## src/rtl/fft_controller.sv

```systemverilog
// fft_controller: frame sequencer for the FFT memory/core pair.
// Loads a frame, walks the radix-2 DIT schedule, drains, then unloads.
module fft_controller #(
  parameter int N             = 32,
  parameter int PIPE_LAT      = 3,
  parameter int address_width = $clog2(N),
  parameter int stage_width   =
    ($clog2($clog2(N)) < 1) ? 1 : $clog2($clog2(N))
) (
  input  logic                     clk,
  input  logic                     reset,
  input  logic                     en,
  input  logic                     abort,
  input  logic                     in_wr_en,
  input  logic                     out_rd_en,
  input  logic                     bf_ready,
  output logic                     bf_valid,
  output logic [stage_width-1:0]   bf_stage,
  output logic [address_width-2:0] bf_idx,
  output logic [address_width-1:0] bf_addr_a,
  output logic [address_width-1:0] bf_addr_b,
  output logic [address_width-2:0] tw_addr,
  output logic                     fft_busy,
  output logic                     fft_valid,
  output logic                     frame_done,
  output logic [1:0]               state
);

  localparam int L  = $clog2(N);
  localparam int IW = address_width - 1;
  localparam int DW = (PIPE_LAT > 1) ? $clog2(PIPE_LAT) : 1;
  localparam logic [stage_width-1:0] LAST_STAGE =
    stage_width'(L - 1);
  localparam logic [DW-1:0] DRAIN_INIT = DW'(PIPE_LAT - 1);

  typedef enum logic [1:0] {
    S_LOAD    = 2'd0,
    S_COMPUTE = 2'd1,
    S_DRAIN   = 2'd2,
    S_UNLOAD  = 2'd3
  } state_t;

  state_t           state_q, state_d;
  logic [IW-1:0]    load_cnt_q, load_cnt_d;
  logic [IW-1:0]    rd_cnt_q, rd_cnt_d;
  logic [IW-1:0]    idx_q, idx_d;
  logic [stage_width-1:0] stage_q, stage_d;
  logic [DW-1:0]    drain_cnt_q, drain_cnt_d;
  logic             bf_valid_q, bf_valid_d;
  logic             fft_busy_q, fft_busy_d;
  logic             fft_valid_q, fft_valid_d;
  logic             frame_done_q, frame_done_d;

  logic [IW-1:0]            pos;
  logic [IW-1:0]            grp;
  logic [address_width-1:0] half;
  logic [address_width-1:0] base;

  // Next-state and registered-output logic for the frame sequencer.
  always_comb begin
    state_d      = state_q;
    load_cnt_d   = load_cnt_q;
    rd_cnt_d     = rd_cnt_q;
    idx_d        = idx_q;
    stage_d      = stage_q;
    drain_cnt_d  = drain_cnt_q;
    bf_valid_d   = bf_valid_q;
    fft_busy_d   = fft_busy_q;
    fft_valid_d  = fft_valid_q;
    frame_done_d = 1'b0;
    unique case (state_q)
      S_LOAD: begin
        if (in_wr_en) begin
          if (load_cnt_q == '1) begin
            load_cnt_d = '0;
            stage_d    = '0;
            idx_d      = '0;
            state_d    = S_COMPUTE;
            bf_valid_d = 1'b1;
            fft_busy_d = 1'b1;
          end else begin
            load_cnt_d = load_cnt_q + 1'b1;
          end
        end
      end
      S_COMPUTE: begin
        if (bf_valid_q && bf_ready) begin
          if (idx_q == '1) begin
            idx_d       = '0;
            drain_cnt_d = DRAIN_INIT;
            state_d     = S_DRAIN;
            bf_valid_d  = 1'b0;
          end else begin
            idx_d = idx_q + 1'b1;
          end
        end
      end
      S_DRAIN: begin
        if (drain_cnt_q == '0) begin
          if (stage_q != LAST_STAGE) begin
            stage_d    = stage_q + 1'b1;
            state_d    = S_COMPUTE;
            bf_valid_d = 1'b1;
          end else begin
            state_d     = S_UNLOAD;
            fft_busy_d  = 1'b0;
            fft_valid_d = 1'b1;
          end
        end else begin
          drain_cnt_d = drain_cnt_q - 1'b1;
        end
      end
      S_UNLOAD: begin
        if (out_rd_en) begin
          if (rd_cnt_q == '1) begin
            rd_cnt_d     = '0;
            frame_done_d = 1'b1;
            fft_valid_d  = 1'b0;
            state_d      = S_LOAD;
          end else begin
            rd_cnt_d = rd_cnt_q + 1'b1;
          end
        end
      end
      default: state_d = S_LOAD;
    endcase
    // Abort discards the frame and beats any strobe or handshake.
    if (abort) begin
      state_d      = S_LOAD;
      load_cnt_d   = '0;
      rd_cnt_d     = '0;
      idx_d        = '0;
      stage_d      = '0;
      drain_cnt_d  = '0;
      bf_valid_d   = 1'b0;
      fft_busy_d   = 1'b0;
      fft_valid_d  = 1'b0;
      frame_done_d = 1'b0;
    end
  end

  // State registers; everything holds while en is low.
  always_ff @(posedge clk) begin
    if (!reset) begin
      state_q      <= S_LOAD;
      load_cnt_q   <= '0;
      rd_cnt_q     <= '0;
      idx_q        <= '0;
      stage_q      <= '0;
      drain_cnt_q  <= '0;
      bf_valid_q   <= 1'b0;
      fft_busy_q   <= 1'b0;
      fft_valid_q  <= 1'b0;
      frame_done_q <= 1'b0;
    end else if (en) begin
      state_q      <= state_d;
      load_cnt_q   <= load_cnt_d;
      rd_cnt_q     <= rd_cnt_d;
      idx_q        <= idx_d;
      stage_q      <= stage_d;
      drain_cnt_q  <= drain_cnt_d;
      bf_valid_q   <= bf_valid_d;
      fft_busy_q   <= fft_busy_d;
      fft_valid_q  <= fft_valid_d;
      frame_done_q <= frame_done_d;
    end
  end

  // Operand and twiddle addresses from the registered stage/index.
  // The mask shift saturates to all-ones in the last stage.
  always_comb begin
    half = address_width'(1) << stage_q;
    pos  = idx_q & ~({IW{1'b1}} << stage_q);
    grp  = idx_q >> stage_q;
    base = (({1'b0, grp} << stage_q) << 1) | {1'b0, pos};
  end

  assign bf_addr_a  = base;
  assign bf_addr_b  = base + half;
  assign tw_addr    = pos << (LAST_STAGE - stage_q);
  assign bf_stage   = stage_q;
  assign bf_idx     = idx_q;
  assign bf_valid   = bf_valid_q;
  assign fft_busy   = fft_busy_q;
  assign fft_valid  = fft_valid_q;
  assign frame_done = frame_done_q;
  assign state      = state_q;

endmodule

```

## config.mk

```make
export PLATFORM = sky130hd
export DESIGN_NAME = fft_controller
export DESIGN_NICKNAME = d
export VERILOG_FILES = /design/src/rtl/fft_controller.sv
export SDC_FILE = /design/constraint.sdc
export NUM_CORES = 1
export LEC_CHECK = 0
export CORE_MARGIN = 4
export CORE_UTILIZATION = 44
export DETAILED_ROUTE_END_ITERATION = 6
export HOLD_SLACK_MARGIN = 0.06
export PLACE_DENSITY = 0.79
export SYNTH_ARGS = -nofsm -noshare
export SYNTH_HDL_FRONTEND = slang
export SYNTH_SLANG_ARGS = --single-unit
```

## constraint.sdc

```tcl
create_clock -name clk -period 2.4 [get_ports clk]
set_clock_uncertainty 0.15 [all_clocks]
set_input_delay 0.48 -clock clk [delete_from_list [all_inputs] [get_ports clk]]
set_output_delay 0.48 -clock clk [all_outputs]
set_load 0.01 [all_outputs]
```

# Yosys cells after proc, flatten, opt, wreduce, memory -nomap -nowiden
# Index checks and enable logic that the tools add are counted.
# totals
ff_bits,23
input_bits,7
output_inout_bits,27
# op_classes
n_addsub,7
n_eq_ne,17
n_shift,5
mux,55
n_bitwise,3
reduce_logical,21
# op_table
op,count
$mux 4,13
$ne 3x3->1 const B,11
$mux 2,11
$mux 1,19
$reduce_and 6->1,3
$reduce_and 8->1,2
$mux 3,5
$add 4x1->4 const B,3
$eq 4x4->1 const B,3
$reduce_bool 3->1,4
$reduce_and 5->1,2
$pmux 2 s4,1
$pmux 4 s2,1
$reduce_bool 2->1,4
$shl 4x3->4,2
$pmux 3 s2,1
$reduce_and 3->1,2
$add 5x5->5,1
$or 5x4->5,1
$shl 1x3->5 const A,1
$and 4x4->4,1
$eq 2x2->1 const B,2
$logic_not 2->1,2
$not 4->4,1
11 further kinds,12

# Longest topological paths before layout
# logic_depth
depth_word,5
depth_mapped,9

# Worst setup path before layout
# OpenSTA, ideal clock, no wires.
# synth_timing
path_type,register to output
from,reg stage_q[1] (netlist: bf_stage[1])
to,out bf_addr_b[4]
arrival_ns,2.019
required_ns,1.770
setup_slack_ns,-0.249
stages_incl_launch_ff,10
cell_sequence,dfxtp_1 > ha_1 > inv_1 > ha_1 > nor2b_1 > a21o_1 > ha_1 > a21o_1 > a21oi_1 > xor2_1
# synth_between
elab_chain_cells,5
elab_cells_between_ends,8
classes_between,add/sub: 1; shift: 4; bitwise: 3
# synth_rtl
element,line,source
"start, declared",47,"logic [stage_width-1:0] stage_q, stage_d;"
"start signal, assigned",160,stage_q <= stage_d;
"parallel branches: the longest is 3 deep, another holds $shr 4x3->4",n/a,
$or 5x4->5 (*),175,"base = (({1'b0, grp} << stage_q) << 1) | {1'b0, pos};"
via bf_addr_a[2],20,"output logic [address_width-1:0] bf_addr_a,"
$add 5x5->5 (*),179,assign bf_addr_b = base + half;
"end, declared",21,"output logic [address_width-1:0] bf_addr_b,"
# Mark *: on every way through the listed nets, which the timed path passes.

# Final worst setup path
# layout_timing
from,reg stage_q[0] (netlist: bf_stage[0])
to,out tw_addr[2]
# layout_between
elab_chain_cells,4
elab_cells_between_ends,5
classes_between,add/sub: 1; shift: 2; bitwise: 2
# layout_rtl
element,line,source
$shl 4x3->4,173,pos = idx_q & ~({IW{1'b1}} << stage_q);
$not 4->4,173,
$and 4x4->4,173,
$shl 4x3->4 (*),180,assign tw_addr = pos << (LAST_STAGE - stage_q);
"end, declared",22,"output logic [address_width-2:0] tw_addr,"
# Every way passes the cells marked *; elsewhere a longest branch is shown, timed or not.

==> qor.txt <==
Status - finished with violations
Violations in the final reports - setup timing
Mapped Cells - 218
First-pass GRT wire length - 7.62 mm
Synth Area per Inst - 7.85 um2
Maximum vdd drop - 0.000270 V
Die width - 70.4 um
DRC Markers - 0
Final nets - 306
Most frequent cells in the layout - buf_4 (37), nand2_1 (24), clkdlybuf4s50_1 (22)
Core area - 0.00372 mm2
Yosys cell types - 52
Starting Density - 46.1%
Async S/R FF share, synth - 0%
F_max - 0.377 GHz
Area after DPL - 0.00234 mm2
Max Slew Vio Count - 0
Commonest non-fill, non-tap cell in the layout - buf_4
Min-Delay Endpoint - frame_done
CTS sink count - 23
Placed cell count - 322
Leakage - 1.02 nW
Die area - 0.00495 mm2
Antenna cell count - 0
Worst path required time - 1770 ps
Syn nets - 241
Fraction of layout instances using a drive strength above 1 - 24.1%
Largest net degree at the start of global routing - 17
IO Count - 34
Routed Wire Length - 4.52 mm
Worst-path fanout max - 5
CP arrival - 2020 ps
Average routed wire per standard cell - 13.7 um
Critical Path Sink Type - output port
Final std cells w/o fill - 330
Largest area contributor in the netlist - dfxtp_1
Post-route minimum period - 2650 ps
WS Path Type - reg2out
Power density over the cells - 283 mW/mm2
Worst hold path type - reg2reg
Routed vias/inst - 5.41
Slew @ Worst Pin - 517 ps
Hold depth - 2
# Max-Cap Violations - 0
TNS Setup - -1310 ps
Routability congestion estimate - 0.826
GRT met3 Usage - 3.31%
Reg clk slew, reported paths - 80 ps
RSZ-0062 raised after global routing - true
GRT Max-Usage Layer - met2
R2R depth - 8
Final Hold Fails - 0
Share of the yosys chip area belonging to registers - 26.9%
TritonCTS clock tree - built
Final setup viols - 10
PnR Total Power - 0.692 mW
Met1 usage - 22.3%
Warnings from Yosys - 0
Flop2flop setup slack - 250 ps
Tcrit/Tclk final - 110%
TritonCTS Buffers - 3
Clk buf depth - 2
1st-pass router iterations - 4
Routed Antenna Nets - 0
HP Start - frame_done
Post-synth top area share - 26.9%
Worst Setup Start Kind - flop
Port Buffers - 33
Ys flop type - dfxtp_1
Layout area overhead - 43.1%
Met2 Track Usage GR - 33.2%
Die Span Y - 70.4 um
H-tree depth - 1
Worst flop-to-flop path endpoint - bf_valid
Slack of the critical path - -250 ps
Initial antenna violation count - 0
Reg2reg start - bf_stage[0]
EDFF count, synth - 0
Area contributors post-synth - dfxtp_1 (27%), ha_1 (11%), nand2_1 (5.3%)
Normalized max-slew margin - 65.5%
Iter 0 DRT Violations - 78
Clock latency at the later pin of the worst-skew pair - 260 ps
Gr usage total - 18.2%
Via count - 1784
Clk root buf - clkbuf_8
Post-route cell area - 0.00245 mm2
Vias in the first global route - 1689
Synthesized cell area - 0.00171 mm2
Row cnt - 22
Register bit total from synthesis - 23
DP HPWL - 3.42 mm
Total grt overflow - 0
[worst max path at each step]
stage | start | end | slack, ps | cells after the start
after floorplan | bf_stage[1] | bf_addr_b[4] | 2 | 9
after global placement | bf_stage[1] | bf_addr_b[4] | -360 | 10
after detailed placement | bf_stage[1] | bf_addr_b[4] | -400 | 10
after CTS | bf_stage[1] | bf_addr_b[4] | -250 | 10
after global routing | bf_stage[1] | bf_addr_b[4] | -350 | 10
final | bf_stage[0] | tw_addr[2] | -250 | 9
[report_power, final]
part | switching (mW) | internal (mW)
Clock | 0.116 | 0.118
Combinational | 0.0407 | 0.0339
Sequential | 0.00268 | 0.381
Total | 0.159 | 0.533
[layer usage]
| layer | vias up | routed length, um |
|---|---|---|
| met3 | 6 | 159 |
| li1 | 909 | - |
| met5 | - | 0 |
| met2 | 37 | 2280 |
| met1 | 832 | 2020 |
| met4 | 0 | 58 |
[flip-flops by register name, summed over array words and instances (netlist names)]
signal and flops:
bf_valid 1, frame_done 1, load_cnt_q 4, drain_cnt_q 2
state 2, bf_idx 4, rd_cnt_q 4, fft_valid 1
fft_busy 1, bf_stage 3
[worst max-delay path: stages, from the launching register on]
cell and delay (ps):
dfxtp_4 370, inv_1 100, ha_2 210, ha_1 200, nor2b_2 200, buf_4 140
mux2i_1 60, nor2_1 80, o21a_1 130, dlygate4sd2_1 260
[cell type report]
type,count,area [um2]
clock buffer,4,45.0
sequential,23,472
tap,48,60.1
timing repair buffer,70,591
multi-input combinational,171,1230
inverter,14,52.6
fill,318,1270
[cells in the mapped netlist (2+ instances only)]
| master | n |
|---|---|
| a211oi_1 | 2 |
| a21o_1 | 4 |
| a21oi_1 | 16 |
| a31oi_1 | 7 |
| and2_1 | 3 |
| and3_1 | 3 |
| buf_2 | 3 |
| clkbuf_1 | 5 |
| dfxtp_1 | 23 |
| ha_1 | 15 |
| inv_1 | 14 |
| mux2i_1 | 4 |
| nand2_1 | 24 |
| nand2b_1 | 6 |
| nand3_1 | 7 |
| nor2_1 | 11 |
| nor2b_1 | 7 |
| nor3_1 | 2 |
| nor3b_1 | 3 |
| nor4_1 | 3 |
| o211ai_1 | 2 |
| o21a_1 | 2 |
| o21ai_0 | 13 |
| o22ai_1 | 3 |
| o31ai_1 | 2 |
| or4_1 | 4 |
| or4b_1 | 2 |
| xnor2_1 | 3 |
| xor2_1 | 2 |
[metrics by stage]
stage / hold slack (ps) / utilization [%] / worst slack, ps
after floorplan: 288 / - / 1.83
after global placement: 298 / 63.0 / -364
after CTS: 317 / 65.8 / -250
after detailed placement: 295 / 63.0 / -405
after global routing: 342 / 65.9 / -353
final: 311 / 65.9 / -250
[timing repair]
item,CTS,global route
hold buffers,0,0
pin swaps,2,1
setup buffers,4,0
endpoints found under the setup margin,12,13
gates cloned,0,0
gates resized for setup,37,2
endpoints found under the hold margin,0,0
[kinds of logic after synthesis]
family | synth area share, %
AO/OA/AOI/OAI | 21.3
XOR/XNOR | 2.56
adder cells (fa/ha/maj) | 12.1
buffers and inverters | 5.99
flip-flops | 26.9
multiplexers | 2.34
other | 0.219
AND/OR/NAND/NOR | 28.6
(Power assumes the default switching activity.)
==> variant: new RTL, same flow settings <==
Make the reset (`reset`) asynchronous in one clocked block.
--- a/src/rtl/fft_controller.sv
+++ b/src/rtl/fft_controller.sv
@@ -141,5 +141,5 @@
 
   // State registers; everything holds while en is low.
-  always_ff @(posedge clk) begin
+  always_ff @(posedge clk or negedge reset) begin
     if (!reset) begin
       state_q      <= S_LOAD;
Behaviour: no difference found for any inputs over 10 cycles, from zero or initial values and one cycle with reset low; that may be too few to reach the edited logic, so the function may still have changed.
==> variant against the unedited design <==
The flow still finishes with violations (negative setup slack); critical path depth stayed put; maximum frequency is 6.3% lower; synthesized cell count is 6.9% lower; area after synthesis is 7.5% higher; count of clock-buffer cells in the layout is 1 lower; worst setup slack worse by 0.18 ns; cell area is 16% higher; cell count is 1.5% higher; register-to-register slack worse by 0.25 ns; sequential cell count stayed put; wire length is 23% higher; critical endpoint is now bf_addr_b[3].
Power is not compared: it rests on default switching activity, and its combinational part moved more than twofold at a synthesized area within 25%.
==> variant: results (changes against the unedited design) <==
| Metric | Value |
|---|---|
| Final nets | `313 (+2.3%)` |
| Worst Setup Slack, final | `-0.428 ns (-0.178 ns)` |
| Area contributors post-synth | `dfrtp_1, ha_1, nand2_1` |
| GR Util met3 | `0.0165 (-0.0166)` |
| Tot GR Track Use | `0.198 (+0.0168)` |
| DP Worst Slack | `-0.486 ns (-0.0815 ns)` |
| Fill count | `298 (-6.3%)` |
| Ys async rst share | `1.00 (+1.00)` |
| Placed insts | `326 (+1.2%)` |
| Crit-path max FO | `3 (-2)` |
| Post-synthesis compound-gate area fraction | `0.230 (+0.0171)` |
| DP Area | `2570 µm² (+9.7%)` |
| Share of cells above drive strength 1 | `0.386 (+0.145)` |
| Synth Area in Adders | `0.140 (+0.0187)` |
| GR Util met1 | `0.272 (+0.0491)` |
| Slowest stage delay, CP | `0.44 ns (+0.07 ns)` |
| Slowest cell on the critical path | `dfrtp_1` |
| Xor/xnor cell area share of the yosys netlist | `0.0143 (-0.0113)` |
| GPL Wtd Cong | `0.817 (-1.2%)` |
| Post-synth cell types | `57 (+9.6%)` |
| Post-synth top cells | `dfrtp_1, ha_1, nand2_1, inv_1` |
| Met2 global-route usage | `0.335 (+0.00307)` |
| Setup Viol. Count Final | `10 (unchanged)` |
| Global-route wire length before repair | `8320 µm (+9.1%)` |
| Status | `finished, violations left` |
| Failing checks | `negative setup slack` |
| Synth top area share | `0.313 (+0.0437)` |
| Psw | `0.831 mW` |
| Vias in the first global route | `1752 (+3.7%)` |
| CP arrival | `2.20 ns (+0.18 ns)` |
| Final Non-Filler Cells | `335 (+1.5%)` |
| Final Max Slew Viols | `0 (unchanged)` |
| Top FF cell, synth | `dfrtp_1` |
| DP Wirelength | `3670 µm (+7.2%)` |
| Drt via density | `5.54 (+2.5%)` |
| Wire per inst | `16.6 µm (+21%)` |
| Register area share after synthesis | `0.313 (+0.0437)` |
| Largest net degree at the start of global routing | `24 (+7)` |
| Final hold slack | `0.365 ns (+0.0540 ns)` |
| Mux share of post-synthesis cell area | `0.0462 (+0.0228)` |
| R2r setup slk | `0 ns (-0.25 ns)` |
| Setup TNS | `-1.91 ns (-0.601 ns)` |
| Initial DRC count | `101 (+29%)` |
[variant: changes by cell type in the layout (fill, tap and decap cells not counted), moves of 5 or more]
cell       unedited run  this run
o21ai_0              13         8
a31oi_1               6         0
o2bb2ai_1             0         5
nand2_1              24        15
dfrtp_1               0        21
buf_6                 0         9
dfxtp_1              20         0
a21oi_1              14         7
[variant: timing repair]
action                                  CTS  global route
pin swaps                                 9             9
gates resized for setup                  74            19
endpoints found under the setup margin   13            14
hold buffers                              0             0
buffers inserted                          3             4
[variant: final timing paths]
kind                             start            end  depth (start not counted)
setup / recovery           bf_stage[0]   bf_addr_b[3]                          9
hold / removal              frame_done     frame_done                          1
setup reg to reg           bf_stage[0]    bf_stage[0]                         11
hold reg to reg             frame_done     frame_done                          1
max in group asynchronous        reset    bf_stage[2]                          2
min in group asynchronous        reset  load_cnt_q[1]                          2
[variant: per-layer routing]
metal  share of wire  wire, µm
met2            0.53      2920
met1            0.44      2430
met4           0.014        76
met3           0.020       113
met5               0         0
[variant: final cells by class]
class	instances	area, µm²	area share
inverters	17	68.8	0.0243
clock inverters	1	7.51	0.00265
multi-input cells	160	1390	0.492
well taps	50	62.6	0.0221
repair buffers	81	681	0.240
flip-flops and latches	23	578	0.204
clock buffers	3	41.3	0.0146
[variant: power groups by stage]
stage / Sequential [mW] / Combinational, mW / Clock [mW]
global placement: 0.556 / 1.02 / 0
finish: 0.566 / 1.22 / 0.250
global route: 0.579 / 1.33 / 0.272
detailed placement: 0.562 / 1.05 / 0
CTS: 0.562 / 1.13 / 0.256
floorplan: 0.578 / 0.552 / 0
